==> src/rtl/mem_stage_if.sv <==
// Shared execute/memory record types and the mem_stage bus bundle.
// The misalign signal exists only when MEM_MISALIGN_TRAP_EN is defined.
package mem_pkg;
    typedef struct packed {
        logic memread;
        logic memwrite;
    } ctl_t;

    typedef struct packed {
        logic [63:0] pc;
        logic [31:0] raw_instr;
    } pc_instr_t;

    typedef struct packed {
        logic [63:0] aluout;
        logic [63:0] memwrite_data;
        ctl_t        ctl;
        pc_instr_t   pc_instr;
        logic [4:0]  dst;
    } execute_data_t;

    typedef struct packed {
        ctl_t        ctl;
        logic [4:0]  dst;
        pc_instr_t   pc_instr;
        logic [63:0] result;
    } memory_data_t;
endpackage

interface mem_stage_if #(parameter int AW = 64) ();
    import mem_pkg::*;

    execute_data_t dataE;
    logic          valid_in;
    logic          dreq_valid;
    logic [AW-1:0] dreq_addr;
    logic [2:0]    dreq_size;
    logic [7:0]    dreq_strobe;
    logic [63:0]   dreq_data;
    logic          dresp_data_ok;
    logic [63:0]   dresp_data;
    memory_data_t  dataM;
    logic          valid_out;
    logic          busy;
`ifdef MEM_MISALIGN_TRAP_EN
    logic          misalign;
`endif

    modport master (
        input  dataE, valid_in, dresp_data_ok, dresp_data,
        output dreq_valid, dreq_addr, dreq_size, dreq_strobe, dreq_data,
        output dataM, valid_out, busy
`ifdef MEM_MISALIGN_TRAP_EN
        , output misalign
`endif
    );

    modport slave (
        output dataE, valid_in, dresp_data_ok, dresp_data,
        input  dreq_valid, dreq_addr, dreq_size, dreq_strobe, dreq_data,
        input  dataM, valid_out, busy
`ifdef MEM_MISALIGN_TRAP_EN
        , input misalign
`endif
    );
endinterface

==> src/rtl/mem_stage.sv <==
// Memory pipeline stage: issues loads/stores on the data bus and formats results for writeback.
// Optional MEM_MISALIGN_TRAP_EN turns misaligned accesses into a one-cycle misalign exception.
//   state | meaning
//   IDLE  | accepting dataE; ALU ops and traps complete here in one cycle
//   REQ   | bus request held stable until dresp_data_ok
//   RESP  | valid_out pulse with load/store result
module mem_stage #(
    parameter int AW = 64
) (
    input logic   clk,
    input logic   reset,
    mem_stage_if.master bus
);
    import mem_pkg::*;

    typedef enum logic [1:0] {IDLE = 2'd0, REQ = 2'd1, RESP = 2'd2} state_t;
    state_t state, nextState;

    ctl_t          opCtl;
    logic [4:0]    opDst;
    pc_instr_t     opPcInstr;
    logic [63:0]   opAlu;
    logic [AW-1:0] reqAddr;
    logic [1:0]    reqSize;
    logic [7:0]    reqStrobe;
    logic [63:0]   reqData;
    memory_data_t  dataMReg;
    logic          validOutReg;
    logic          busyComb;
    logic          dreqValidComb;

    logic          isMemOp;
    logic          misTrap;
    logic [2:0]    offE;
    logic [1:0]    sizeE;
    logic [7:0]    sizeBase;
    logic [7:0]    strobeE;
    logic [63:0]   loadShift;
    logic [63:0]   loadResult;

    assign isMemOp = bus.dataE.ctl.memread | bus.dataE.ctl.memwrite;
    assign offE    = bus.dataE.aluout[2:0];
    assign sizeE   = bus.dataE.pc_instr.raw_instr[13:12];

    always_comb begin
        sizeBase = 8'hFF;
        case (sizeE)
            2'd0:    sizeBase = 8'h01;
            2'd1:    sizeBase = 8'h03;
            2'd2:    sizeBase = 8'h0F;
            default: sizeBase = 8'hFF;
        endcase
    end

    // Shift in 8 bits so lanes past the doubleword boundary fall off.
    assign strobeE = sizeBase << offE;

`ifdef MEM_MISALIGN_TRAP_EN
    logic [2:0] alignMask;
    logic       misalignReg;
    assign alignMask = 3'((4'd1 << sizeE) - 4'd1);
    assign misTrap   = isMemOp && ((offE & alignMask) != 3'd0);
`else
    assign misTrap = 1'b0;
`endif

    assign loadShift = bus.dresp_data >> {opAlu[2:0], 3'b000};

    always_comb begin
        loadResult = loadShift;
        case (opPcInstr.raw_instr[14:12])
            3'b000:  loadResult = {{56{loadShift[7]}},  loadShift[7:0]};
            3'b001:  loadResult = {{48{loadShift[15]}}, loadShift[15:0]};
            3'b010:  loadResult = {{32{loadShift[31]}}, loadShift[31:0]};
            3'b100:  loadResult = {56'd0, loadShift[7:0]};
            3'b101:  loadResult = {48'd0, loadShift[15:0]};
            3'b110:  loadResult = {32'd0, loadShift[31:0]};
            default: loadResult = loadShift;
        endcase
    end

    always_comb begin
        nextState     = state;
        busyComb      = 1'b0;
        dreqValidComb = 1'b0;
        case (state)
            IDLE: begin
                if (bus.valid_in && isMemOp && !misTrap && !reset) begin
                    nextState = REQ;
                    busyComb  = 1'b1;
                end
            end
            REQ: begin
                busyComb      = 1'b1;
                dreqValidComb = 1'b1;
                if (bus.dresp_data_ok) nextState = RESP;
            end
            RESP:    nextState = IDLE;
            default: nextState = IDLE;
        endcase
    end

    always_ff @(posedge clk or posedge reset) begin
        if (reset) state <= IDLE;
        else       state <= nextState;
    end

    always_ff @(posedge clk or posedge reset) begin
        if (reset) begin
            opCtl       <= '0;
            opDst       <= '0;
            opPcInstr   <= '0;
            opAlu       <= '0;
            reqAddr     <= '0;
            reqSize     <= '0;
            reqStrobe   <= '0;
            reqData     <= '0;
            dataMReg    <= '0;
            validOutReg <= 1'b0;
`ifdef MEM_MISALIGN_TRAP_EN
            misalignReg <= 1'b0;
`endif
        end else begin
            validOutReg <= 1'b0;
`ifdef MEM_MISALIGN_TRAP_EN
            misalignReg <= 1'b0;
`endif
            case (state)
                IDLE: begin
                    if (bus.valid_in) begin
                        if (isMemOp && !misTrap) begin
                            opCtl     <= bus.dataE.ctl;
                            opDst     <= bus.dataE.dst;
                            opPcInstr <= bus.dataE.pc_instr;
                            opAlu     <= bus.dataE.aluout;
                            reqAddr   <= bus.dataE.aluout[AW-1:0];
                            reqSize   <= sizeE;
                            reqStrobe <= bus.dataE.ctl.memwrite ? strobeE : 8'h00;
                            reqData   <= bus.dataE.memwrite_data << {offE, 3'b000};
                        end else begin
                            dataMReg.ctl      <= bus.dataE.ctl;
                            dataMReg.dst      <= bus.dataE.dst;
                            dataMReg.pc_instr <= bus.dataE.pc_instr;
                            dataMReg.result   <= bus.dataE.aluout;
                            validOutReg       <= 1'b1;
`ifdef MEM_MISALIGN_TRAP_EN
                            misalignReg       <= misTrap;
`endif
                        end
                    end
                end
                REQ: begin
                    if (bus.dresp_data_ok) begin
                        dataMReg.ctl      <= opCtl;
                        dataMReg.dst      <= opDst;
                        dataMReg.pc_instr <= opPcInstr;
                        dataMReg.result   <= opCtl.memwrite ? opAlu : loadResult;
                        validOutReg       <= 1'b1;
                    end
                end
                default: ;
            endcase
        end
    end

    assign bus.dreq_valid  = dreqValidComb;
    assign bus.dreq_addr   = reqAddr;
    assign bus.dreq_size   = {1'b0, reqSize};
    assign bus.dreq_strobe = reqStrobe;
    assign bus.dreq_data   = reqData;
    assign bus.dataM       = dataMReg;
    assign bus.valid_out   = validOutReg;
    assign bus.busy        = busyComb;
`ifdef MEM_MISALIGN_TRAP_EN
    assign bus.misalign    = misalignReg;
`endif
endmodule
==> src/flat_wrapper.sv <==
// flat-port wrapper written by rule: the top's interface ports become plain ports
module mem_stage_flat import mem_pkg::*;
#(
    parameter int AW = 64
)
  (clk, reset, bus_dataE, bus_valid_in, bus_dresp_data_ok, bus_dresp_data, bus_dreq_valid, bus_dreq_addr, bus_dreq_size, bus_dreq_strobe, bus_dreq_data, bus_dataM, bus_valid_out, bus_busy);
  mem_stage_if #(.AW(AW)) bus_i ();
  input logic clk;
  input logic reset;
  input wire logic [$bits(bus_i.dataE)-1:0] bus_dataE;
  input wire logic [$bits(bus_i.valid_in)-1:0] bus_valid_in;
  input wire logic [$bits(bus_i.dresp_data_ok)-1:0] bus_dresp_data_ok;
  input wire logic [$bits(bus_i.dresp_data)-1:0] bus_dresp_data;
  output wire logic [$bits(bus_i.dreq_valid)-1:0] bus_dreq_valid;
  output wire logic [$bits(bus_i.dreq_addr)-1:0] bus_dreq_addr;
  output wire logic [$bits(bus_i.dreq_size)-1:0] bus_dreq_size;
  output wire logic [$bits(bus_i.dreq_strobe)-1:0] bus_dreq_strobe;
  output wire logic [$bits(bus_i.dreq_data)-1:0] bus_dreq_data;
  output wire logic [$bits(bus_i.dataM)-1:0] bus_dataM;
  output wire logic [$bits(bus_i.valid_out)-1:0] bus_valid_out;
  output wire logic [$bits(bus_i.busy)-1:0] bus_busy;
  assign bus_i.dataE = bus_dataE;
  assign bus_i.valid_in = bus_valid_in;
  assign bus_i.dresp_data_ok = bus_dresp_data_ok;
  assign bus_i.dresp_data = bus_dresp_data;
  assign bus_dreq_valid = bus_i.dreq_valid;
  assign bus_dreq_addr = bus_i.dreq_addr;
  assign bus_dreq_size = bus_i.dreq_size;
  assign bus_dreq_strobe = bus_i.dreq_strobe;
  assign bus_dreq_data = bus_i.dreq_data;
  assign bus_dataM = bus_i.dataM;
  assign bus_valid_out = bus_i.valid_out;
  assign bus_busy = bus_i.busy;
  mem_stage #(.AW(AW)) u_core (.clk(clk), .reset(reset), .bus(bus_i));
endmodule
==> config.mk <==
export PLATFORM = sky130hd
export DESIGN_NAME = mem_stage_flat
export DESIGN_NICKNAME = d
export VERILOG_FILES = /design/src/rtl/mem_stage_if.sv /design/src/rtl/mem_stage.sv /design/src/flat_wrapper.sv
export SDC_FILE = /design/constraint.sdc
export NUM_CORES = 1
export LEC_CHECK = 0
export ABC_AREA = 1
export BUFFER_PORTS_ARGS = -buffer_cell sky130_fd_sc_hd__buf_2
export CAP_MARGIN = 20
export CORE_AREA = 3 3 233 235
export DETAILED_ROUTE_END_ITERATION = 6
export DIE_AREA = 0 0 236 238
export GPL_TIMING_DRIVEN = 0
export PLACE_DENSITY = 0.63
export SLEW_MARGIN = 20
export SYNTH_ARGS = -nofsm -noshare
export SYNTH_HDL_FRONTEND = slang
export SYNTH_SLANG_ARGS = --single-unit
==> constraint.sdc <==
create_clock -name clk -period 13.55 [get_ports clk]
set_input_delay 1.355 -clock clk [delete_from_list [all_inputs] [get_ports clk]]
set_output_delay 1.355 -clock clk [all_outputs]
set_load 0.02 [all_outputs]
Word-level counts from Yosys, hierarchy flattened
Index checks and enable logic that the tools add are counted.

operators by class
  bitwise logic cells = 1
  shift operators = 3
  multiplexer cells = 18
  eq/ne operators = 12
  reductions and logical operators = 10

operator list
  cell                                                 count
  two-way mux 167 bit                                  3
  case mux 64 bit (6 select lines)                     1
  case mux 167 bit (2 select lines)                    1
  two-way mux 64 bit                                   1
  left shift 64 x 6 -> 64 bit                          1
  >> shifter 64 x 6 -> 64 bit                          1
  case mux 8 bit (3 select lines)                      1
  equality test 3 bit, second input constant           3
  two-way mux 8 bit                                    1
  left shift 8 x 3 -> 8 bit                            1
  != test 2 bit, second input constant                 3
  two-way mux 1 bit                                    5
  equality test 2 x 1 -> 1 bit, second input constant  2
  zero test 2 bit                                      2
  two-way mux 2 bit                                    2
  case mux 1 bit (2 select lines)                      2
  case mux 2 bit (2 select lines)                      1
  AND reduction 4 bit                                  1
  equality test 3 x 1 -> 1 bit, second input constant  1
  equality test 3 x 2 -> 1 bit, second input constant  1
  zero test 3 bit                                      1
  AND reduction 3 bit                                  1
  equality test 2 bit, second input constant           1
  logical AND 1 bit                                    2
  other kinds (5)                                      5

word-level totals
  bits in registers = 411
  output and inout port bits = 309

Depth between registers and ports, before layout
  depth in word-level cells = 5
  depth in mapped cells = 12
  mapped depth without buffers = 11

Least setup slack after synthesis
OpenSTA, ideal clock, no wires.

  path type = input-to-output
  start = input reset
  end = output bus_busy
  path buffers = 0
  slack = 981 ps
  cell stages on the path = 3
  data arrival time = 11214 ps
  cells stage by stage = inv_1 -> o2111ai_1 -> nand2_1

on the way
  cells in the longest elaborated chain, start to end = 4

RTL lines
  what                             RTL line            source
  from (decl)                      flat_wrapper.sv:9   input logic reset;
  zero test 1 bit                  mem_stage.sv:88     if (bus.valid_in && isMemOp && !misTrap && !reset) begin
  logical AND 1 bit                mem_stage.sv:88
  two-way mux 1 bit                mem_stage.sv:88
  case mux 1 bit (2 select lines)  mem_stage.sv:86     case (state)
  to (decl)                        flat_wrapper.sv:21  output wire logic [$bits(bus_i.busy)-1:0] bus_busy;

Every way passes these cells.

Worst setup path in the final report
Same ends and word-level chain as after synthesis.

==> implementation parameters <==
Parameter                              Value

CTS
  Number of buffers inserted to repair setup after CTS    0
  CTS sink cnt    409
  Num CTS Buffers    48
  TritonCTS clock tree    yes
  Bufs on Longest Clock Path    3
  Count of H-tree levels built during CTS    2
  Post-cts hold buffer count    0
  Clock input transition at the sequential cells of the worst setup and hold paths    0.05 ns
  Clock Tree Root    clkbuf_16
  Skew-Pair Late Insertion Delay    0.60 ns
  Count of cells resized by post-cts repair    0

Place
  Post-placement cell area    25,000 um^2
  Setup WS pre-CTS    9.00 ns
  Input/output buffers    605
  Post-placement cell count    4,094
  Weighted congestion at the end of routability-driven global placement    1.01
  Dpl hpwl    72,200 um

Critical path
  Top Family by Delay on Critical Path    buffers and inverters
  Arrival time at the worst endpoint    3.14 ns
  Crit path buf inv count    4
  Cell seen most often among critical-path stages    buf_2
  Crit-path cells    buf_2 > inv_8 > buf_16 > o2111ai_1 > nand2_1 > buf_2
  Highest-delay cell along the critical path    inv_8
  Critical Path Source Type    input port
  Max stage delay on crit path    0.48 ns
  Start-to-end type of the worst setup path    input port to output port
  Type of destination of the critical path    output port
  Required time of the worst setup path    12.19 ns
  Maximum net fanout on the critical path    103

Job
  Max capacitance violation total    0

Cells and area
  Final standard cell count with taps included and fillers excluded    4,194
  Layout area overhead    27.2%
  Number of fill cells    5,372
  Cell area after layout    26,600 um^2
  Leading cell type in the layout, fill and taps excluded    nand2_1
  Top library cells by usage in the layout, fill and taps aside    nand2_1, buf_2, dfrtp_1
  Net count reported at finish    3,755
  Layout cells sized above 1    0.236
  Core occupancy in the finished layout    0.508

Floorplan
  Height of the chip    238 um
  Starting Density    0.399
  Number of top-level pins    608
  Area of the core region    52,400 um^2
  Die outline width    236 um
  Die Outline Area    56,200 um^2
  Cell Rows    84

Logic synthesis
  Cell type with the largest total area after synthesis    dfrtp_1
  Warning count from the yosys run    0
  Leading register cell type out of synthesis    dfrtp_1
  Synthesized net count    3,096
  Syn Inst Count    2,797
  Number of unique standard cell types used by synthesis    39
  Seq cells post-synth    409
  Fraction of registers with async set/reset    1.00
  Synthesized area divided by synthesized cell count    7.49 um^2
  Post-synthesis instance area    20,900 um^2
  Number of enable-type register cells in the synthesized netlist    0
  Synth top area share    0.489
  Biggest area contributors in the synthesized netlist    dfrtp_1, nand2_1, nor2_1
  Sequential area share after synthesis    0.489

GRT
  Number of antenna violations at the first check in global routing    19
  Overflow left after global routing    0
  Number of global-route vias before repair    21,541
  Wire length of the first global-routing pass    136,000 um
  Global routing usage summed across all routing layers    0.318
  Largest net degree at the start of global routing    104

Power
  Clock group share of total power    0.269
  Flop pwr share    0.354
  Net load switching power    2.08 mW
  Overall power of the completed layout    5.03 mW
  PwrDens    189 nW/um^2
  Gate power share    0.376
  Leakage    13.8 nW
  Max rail drop VDD    0.104 mV
  Share of total power consumed by net switching    0.414
  Cell internal pwr    2.95 mW

Routing
  Drt drc    0
  Initial detailed-routing violation count    2,169
  Vias per std cell    5.36
  Total length of routed wires    93,000 um
  Drt first pass iters    6
  Vias    22,498
  Routed length per placed instance    22.2 um
  Detail Route Antenna Nets    0

STA
  Shortest clock period the worst path allows after layout    4.49 ns
  Slack of the critical path    9.06 ns
  Final worst path period share    0.332
  Achievable frequency    223 MHz
  Max-slew violation total from the final report    0
  Final setup violation count    0
  Skew final    0.0108 ns
  Setup repair after global routing missed its margin    false
  Worst Tran Pin Value    0.959 ns
  Slew Limit Headroom    0.360
  Hold violation count in the final report    0

Outcome
  Run status    completed

Worst hold path
  Hold crit path type    flop to flop
[cell usage after synthesis, types with 2 or more instances]
cell type / instances
a21oi_1: 169
a22o_1: 30
a22oi_1: 4
a31oi_1: 104
a32o_1: 4
buf_1: 15
buf_2: 84
buf_4: 15
buf_6: 9
clkbuf_1: 85
clkinv_1: 3
dfrtp_1: 409
inv_1: 70
inv_2: 5
mux2i_1: 27
nand2_1: 1139
nand2_2: 3
nand3_1: 153
nand3_2: 3
nand3_4: 2
nand4_1: 32
nor2_1: 271
nor2_2: 3
nor2_4: 2
o2111ai_1: 2
o211ai_1: 27
o21a_1: 6
o21ai_0: 86
o21ai_1: 10
o21bai_1: 6
o22ai_1: 8
or2_2: 4
[worst paths after layout]
path	start	end	slack, ns	cells past startpoint
min	u_core.opPcInstr[19]	u_core.opPcInstr[19]	0.47	2
max reg2reg	u_core.opCtl[0]	u_core.bus.dataM[29]	11.16	8
max in group asynchronous	reset	u_core.bus.dataM[3]	11.37	4
min in group asynchronous	reset	u_core.bus.dataM[155]	0.88	2
max	reset	bus_busy	9.06	6
min reg2reg	u_core.opPcInstr[19]	u_core.opPcInstr[19]	0.47	2
[worst reg2reg max path, stage by stage, from the launching register on]
cell      delay [ns]
dfrtp_1         0.41
buf_2           0.19
nor2_1          0.23
clkbuf_1        0.44
o21ai_0         0.19
o21ai_0         0.45
nand2_1         0.20
nand2_1         0.11
a21oi_1         0.06
[metrics by stage]
step	setup TNS (ns)	hold slack, ns
after global routing	0	0.483
after CTS	0	0.473
after global placement	-1748.35	0.454
after floorplan	0	0.442
final	0	0.471
after detailed placement	0	0.458
[power groups by stage]
stage	clock network [mW]	logic, mW	registers (mW)
2_1_floorplan	0	0.797	2.09
4_1_cts	1.38	1.89	1.78
3_3_place_gp	0	1.87	1.79
6_report	1.36	1.89	1.78
3_5_place_dp	0	1.88	1.80
5_1_grt	1.42	2.05	1.82
[routing by layer]
metal / track usage / vias to the layer above / share of wire
li1: - / 10472 / -
met2: 0.521 / 1046 / 0.47
met1: 0.401 / 10741 / 0.40
met5: 0 / - / 0.00084
met3: 0.0762 / 227 / 0.086
met4: 0.147 / 12 / 0.048
[flip-flops by register name, indices dropped and copies added, names as in the netlist]
name	count
u_core.opCtl	2
u_core.bus.valid_out	1
u_core.reqSize	1
u_core.opAlu	64
u_core.opPcInstr	95
u_core.state	2
u_core.bus.dataM	167
u_core.bus.dreq_data	64
u_core.bus.dreq_strobe	8
u_core.opDst	5
[cell families (layout without fill, tap and decap cells)]
kind of cell | after synthesis | after routing | share of synthesized area
AND/OR/NAND/NOR | 1613 | 1613 | 0.306
flip-flops | 409 | 409 | 0.489
other | 1 | 15 | 0.000179
multiplexers | 27 | 27 | 0.0129
AO/OA/AOI/OAI | 459 | 459 | 0.129
buffers and inverters | 288 | 983 | 0.0633
[layout make-up]
type	count	area (um^2)	area share
Sequential cell	409	10200	0.384
Multi-Input combinational cell	2100	9380	0.352
Timing Repair Buffer	609	3140	0.118
Clock buffer	71	1470	0.0551
Buffer	209	1020	0.0385
Tap cell	688	861	0.0323
Inverter	79	309	0.0116
Clock inverter	15	195	0.00732
Antenna cell	14	35.0	0.00131
Note: power is estimated with default switching activity, not from simulation.
